<file path="src/rtl/imem_loader_if.sv">
// Byte-stream input and instruction-memory write port of the program loader.
// The loader takes the slave side; the host/memory side takes the master side.
interface imem_loader_if #(
  parameter int ADDR_W = 16,
  parameter int DATA_W = 24
);
  logic [7:0]        byte_in;
  logic              byte_valid;
  logic              byte_ready;
  logic              mem_we;
  logic [ADDR_W-1:0] mem_addr;
  logic [DATA_W-1:0] mem_wdata;

  modport master (
    output byte_in, byte_valid,
    input  byte_ready, mem_we, mem_addr, mem_wdata
  );

  modport slave (
    input  byte_in, byte_valid,
    output byte_ready, mem_we, mem_addr, mem_wdata
  );
endinterface

</file>
<file path="src/rtl/imem_loader.sv">
// Program loader: packs a big-endian byte stream into 24-bit instruction words,
// writes them to sequential addresses from 0, and holds the core until done.
module imem_loader #(
  parameter int ADDR_W = 16,
  parameter int DATA_W = 24
) (
  input  logic              clk,
  input  logic              rst,
  input  logic              start,
  input  logic [ADDR_W-1:0] length,
  imem_loader_if.slave      bus,
  output logic              busy,
  output logic              done,
  output logic              cpu_hold
);

  typedef enum logic [1:0] {IDLE, RECV, WRITE, DONE} state_t;

  state_t            state_reg, state_next;
  logic [1:0]        idx_reg, idx_next;
  logic [DATA_W-1:0] word_reg, word_next;
  logic [ADDR_W-1:0] addr_reg, addr_next;
  logic [ADDR_W-1:0] len_reg, len_next;
  logic [ADDR_W-1:0] addr_inc;

  always_ff @(posedge clk or negedge rst) begin
    if (!rst) begin
      state_reg <= IDLE;
      idx_reg   <= 2'd0;
      word_reg  <= '0;
      addr_reg  <= '0;
      len_reg   <= '0;
    end else begin
      state_reg <= state_next;
      idx_reg   <= idx_next;
      word_reg  <= word_next;
      addr_reg  <= addr_next;
      len_reg   <= len_next;
    end
  end

  // The write address doubles as the word counter: both start at 0 and step together.
  assign addr_inc = addr_reg + 1'b1;

  always_comb begin
    state_next = state_reg;
    idx_next   = idx_reg;
    word_next  = word_reg;
    addr_next  = addr_reg;
    len_next   = len_reg;
    case (state_reg)
      IDLE, DONE: begin
        if (start) begin
          addr_next  = '0;
          idx_next   = 2'd0;
          len_next   = length;
          state_next = (length == '0) ? DONE : RECV;
        end
      end
      RECV: begin
        if (bus.byte_valid) begin
          case (idx_reg)
            2'd0:    word_next[23:16] = bus.byte_in;
            2'd1:    word_next[15:8]  = bus.byte_in;
            default: word_next[7:0]   = bus.byte_in;
          endcase
          if (idx_reg == 2'd2) begin
            idx_next   = 2'd0;
            state_next = WRITE;
          end else begin
            idx_next = idx_reg + 2'd1;
          end
        end
      end
      WRITE: begin
        addr_next  = addr_inc;
        state_next = (addr_inc == len_reg) ? DONE : RECV;
      end
      default: state_next = IDLE;
    endcase
  end

  // Outputs decode only registered state, so nothing is combinational from inputs.
  assign bus.byte_ready = (state_reg == RECV);
  assign bus.mem_we     = (state_reg == WRITE);
  assign bus.mem_addr   = addr_reg;
  assign bus.mem_wdata  = word_reg;
  assign busy           = (state_reg == RECV) || (state_reg == WRITE);
  assign done           = (state_reg == DONE);
  assign cpu_hold       = (state_reg != DONE);

endmodule

</file>
<file path="src/flat_wrapper.sv">
// flat-port wrapper written by rule: the top's interface ports become plain ports
module imem_loader_flat 
#(
  parameter int ADDR_W = 16,
  parameter int DATA_W = 24
)
  (clk, rst, start, length, busy, done, cpu_hold, bus_byte_in, bus_byte_valid, bus_byte_ready, bus_mem_we, bus_mem_addr, bus_mem_wdata);
  imem_loader_if #(.ADDR_W(ADDR_W), .DATA_W(DATA_W)) bus_i ();
  input  logic clk;
  input  logic rst;
  input  logic start;
  input  logic [ADDR_W-1:0] length;
  output logic busy;
  output logic done;
  output logic cpu_hold;
  input wire logic [$bits(bus_i.byte_in)-1:0] bus_byte_in;
  input wire logic [$bits(bus_i.byte_valid)-1:0] bus_byte_valid;
  output wire logic [$bits(bus_i.byte_ready)-1:0] bus_byte_ready;
  output wire logic [$bits(bus_i.mem_we)-1:0] bus_mem_we;
  output wire logic [$bits(bus_i.mem_addr)-1:0] bus_mem_addr;
  output wire logic [$bits(bus_i.mem_wdata)-1:0] bus_mem_wdata;
  assign bus_i.byte_in = bus_byte_in;
  assign bus_i.byte_valid = bus_byte_valid;
  assign bus_byte_ready = bus_i.byte_ready;
  assign bus_mem_we = bus_i.mem_we;
  assign bus_mem_addr = bus_i.mem_addr;
  assign bus_mem_wdata = bus_i.mem_wdata;
  imem_loader #(.ADDR_W(ADDR_W), .DATA_W(DATA_W)) u_core (.clk(clk), .rst(rst), .start(start), .length(length), .bus(bus_i), .busy(busy), .done(done), .cpu_hold(cpu_hold));
endmodule
</file>
<file path="config.mk">
export PLATFORM = sky130hd
export DESIGN_NAME = imem_loader_flat
export DESIGN_NICKNAME = d
export VERILOG_FILES = /design/src/rtl/imem_loader_if.sv /design/src/rtl/imem_loader.sv /design/src/flat_wrapper.sv
export SDC_FILE = /design/constraint.sdc
export NUM_CORES = 1
export LEC_CHECK = 0
export ABC_AREA = 1
export BUFFER_PORTS_ARGS = -buffer_cell sky130_fd_sc_hd__buf_2
export CAP_MARGIN = 0
export CELL_PAD_IN_SITES_DETAIL_PLACEMENT = 1
export CELL_PAD_IN_SITES_GLOBAL_PLACEMENT = 1
export CORE_MARGIN = 4
export CORE_UTILIZATION = 43
export CTS_BUF_LIST = sky130_fd_sc_hd__clkbuf_4
export DETAILED_ROUTE_END_ITERATION = 10
export HOLD_SLACK_MARGIN = 0.03
export PLACE_DENSITY = 0.86
export SLEW_MARGIN = 40
export SYNTH_ARGS = -nofsm -noshare
export SYNTH_HDL_FRONTEND = slang
export SYNTH_SLANG_ARGS = --single-unit
</file>
<file path="constraint.sdc">
create_clock -name clk -period 5 [get_ports clk]
set_input_delay 1 -clock clk [delete_from_list [all_inputs] [get_ports clk]]
set_output_delay 1 -clock clk [all_outputs]
set_load 0.02 [all_outputs]
</file>
==> flow_summary.yaml <==
timing:
  slew_violations: 0
  timing.final.crit_share_pct: 52.64
  max_slew.worst_pin.slew_ns: 0.5846
  setup_tns_ns: 0
  rsz0062_at_grt: "false"
  hold_ws_ns: 0.4996
  slew_headroom_pct: 61.03
  setup_violations: 0
  skew_ns: 0.007401
  fmax_mhz: 380.0
  final-hold-violation-count: 0
  post-route-min-period_ns: 2.632
setup_path:
  r2r_setup_slack_ns: 2.85
  critPathBufInv: 3
  critPathCaptureType: "primary output"
  worstPathCellList: "inv_1 -> ha_1 -> inv_1 -> buf_2"
  crit_path_start_kind: "flip-flop"
  path_delay_family: "flip-flops"
  crit_required_ns: 4.00
  timing.rr.end: "u_core.bus.mem_addr[6]"
  cp_slowest_cell: "dfrtp_1"
  worstPathArrival_ns: 1.63
  cp_max_fo: 8
  slowest_delay_ns: 0.43
  crit_top_cell: "inv_1"
  worstReg2RegStart: "u_core.state_reg[0]"
  reg2reg_depth: 5
  worstSetupPathType: "reg2out"
layout:
  diodes: 0
  drive_above_1_share_pct: 22.61
  largest_reg_flops: 24
  area_growth_pct: 20.07
  final_cell_count_no_fill: 590
  final_cell_area_um2: 3817
  nets: 520
  fillerInstances: 953
synthesis:
  muxShareOfSynthArea_pct: 0.7084
  ys_async_sr_fraction_pct: 100.0
  synthTopCellsByCount: "nand2_1, dfrtp_1, inv_1, nand3_1, o21ai_0"
  ys_top_cells_by_area: "dfrtp_1, nand2_1, nand3_1"
  netlist_instances: 412
  synth-seq-cells: 60
  ys_warn_count: 0
  synth_most_common_cell: "nand2_1"
  syn_nets: 445
  synth.top_cell.area_share_pct: 47.23
  syn_area_um2: 3179
  synth_top_family_by_area: "simple AND/OR/NAND/NOR gates"
  synth_area_leader_cell: "dfrtp_1"
  synth_compound_gate_area_share_pct: 10.04
  synth_edf_count: 0
  syn_avg_cell_area_um2: 7.717
  yosysSeqAreaShare_pct: 47.23
  synth_xor_area_share_pct: 0.2755
  synthDistinctLibCells: 31
  synth_simple_gate_area_share_pct: 32.35
  ys.flop_type: "dfrtp_1"
  synth_fa_ha_area_share_pct: 1.968
global_routing:
  grt_pass1_wl_um: 16080
  grt_pass1_vias: 3290
  grt_start_max_net_pins: 61
  overflow: 0
  track_usage_pct: 23.59
  antenna_found_initial: 0
power:
  comb_power_share_pct: 41.6
  finalPower_uw: 2128
  pwr-share-seq_pct: 37.4
  p_int_uw: 1195
  p_sw_share_pct: 43.85
  p_leak_uw: 0.002026
  power_density_nw_per_um2: 557.4
  ir_drop_mv: 0.3167
  switchingPower_uw: 933.1
  clockPowerShare_pct: 21.0
clocking:
  cts_tree: "done"
  ctsResizeCount: 0
  cts_inserted_buffers: 9
  clkSlewWorstSetupHoldPaths_ns: 0.10
  cts-root-buf: "clkbuf_4"
  clkLatencyLatePin_ns: 0.41
  cts.sinks: 60
  post-cts-setup-buffers: 0
  ctsHtreeMaxLevel: 3
  hold_buffers: 0
  clockBufferDepth: 2
worst_hold_path:
  hold_class: "reg2reg"
  hold_start: "u_core.bus.mem_wdata[19]"
  hold_end: "u_core.bus.mem_wdata[19]"
  min_path_cells: 2
place:
  post_dp_cell_area_um2: 3632
  port_buffers: 72
  globalplace.congestion: 0.8629
  place_inst: 575
  hpwl_um: 7148
routing:
  drt_wl_total_um: 9529
  wire_per_inst_um: 16.15
  drtIter0Drc: 98
  vias: 3093
  drc: 0
  dr.pass1.iters: 4
  via_per_inst: 5.242
  postRouteAntennaNets: 0
die:
  core-area_um2: 7214
  ios: 73
  die_x_um: 93.99
  die_area_um2: 8833
  std_cell_rows: 31
  fp.dieH_um: 93.99
  initial_utilization_pct: 44.07
outcome:
  outcome: "completed"
flow_run:
  maxCapViolations: 0
[metrics by stage]
| step | util, % | setup slack (ns) |
|---|---|---|
| final | 52.91 | 2.368 |
| after global routing | 52.91 | 2.211 |
| after CTS | 52.86 | 2.349 |
| after detailed placement | 50.35 | 2.607 |
| after global placement | 50.31 | 2.277 |
| after floorplan | - | 2.934 |
[worst max-delay path by stage]
stage	start	to	slack, ns	cells past startpoint
3_5_place_dp	start	u_core.bus.mem_addr[0]	2.61	4
4_1_cts	u_core.state_reg[0]	busy	2.35	4
6_report	u_core.state_reg[0]	busy	2.37	4
5_1_grt	u_core.state_reg[0]	busy	2.21	4
2_1_floorplan	u_core.state_reg[0]	busy	2.93	4
3_3_place_gp	start	u_core.bus.mem_addr[3]	2.28	4
[layout make-up]
cell class / count / area (um2) / share of cell area [%]
inverters: 52 / 195.2 / 5.113
flip-flops and latches: 60 / 1501 / 39.33
clock buffers: 9 / 67.56 / 1.770
multi-input cells: 291 / 1444 / 37.82
well taps: 99 / 123.9 / 3.245
repair buffers: 73 / 371.6 / 9.735
clock inverters: 6 / 113.9 / 2.983
[per-layer routing]
metal  part of all wire [%]  track usage (%)  routed length, um  up-vias
met2                     50            40.69               4782       75
met5                      0                0                  0        -
met3                    5.3            4.888                507       13
li1                       -                -                  -     1494
met4                    1.8            8.424                176        0
met1                     43            29.07               4063     1511
[cell families after synthesis]
logic type               count (synthesis)
XOR/XNOR                                 1
AO/OA/AOI/OAI                           61
AND/OR/NAND/NOR                        222
multiplexers                             2
flip-flops                              60
adder cells (fa/ha/maj)                  5
buffers and inverters                   61
[cell usage in the layout, fill, tap and decap left out, types with 4 or more instances in the layout]
cell type	n
nand4_1	10
clkbuf_4	9
o22ai_1	4
buf_2	72
o21ai_0	46
nand3_1	46
dfrtp_1	60
nand2_1	111
nand2_2	7
nand3b_1	5
ha_1	5
nor2_1	28
a21oi_1	7
inv_1	49
[power groups by stage]
stage | logic, uW | registers (uW) | clock network (uW)
final | 885 | 796 | 447
after global routing | 1010 | 819 | 474
after CTS | 900 | 795 | 452
after detailed placement | 890 | 801 | 0
after global placement | 840 | 789 | 0
after floorplan | 488 | 886 | 0
[worst min-delay path, cell delays in order (launching register included)]
cell     delay [ns]
dfrtp_1        0.36
nand2_1        0.05
o21ai_0        0.06
(Power assumes the default switching activity.)
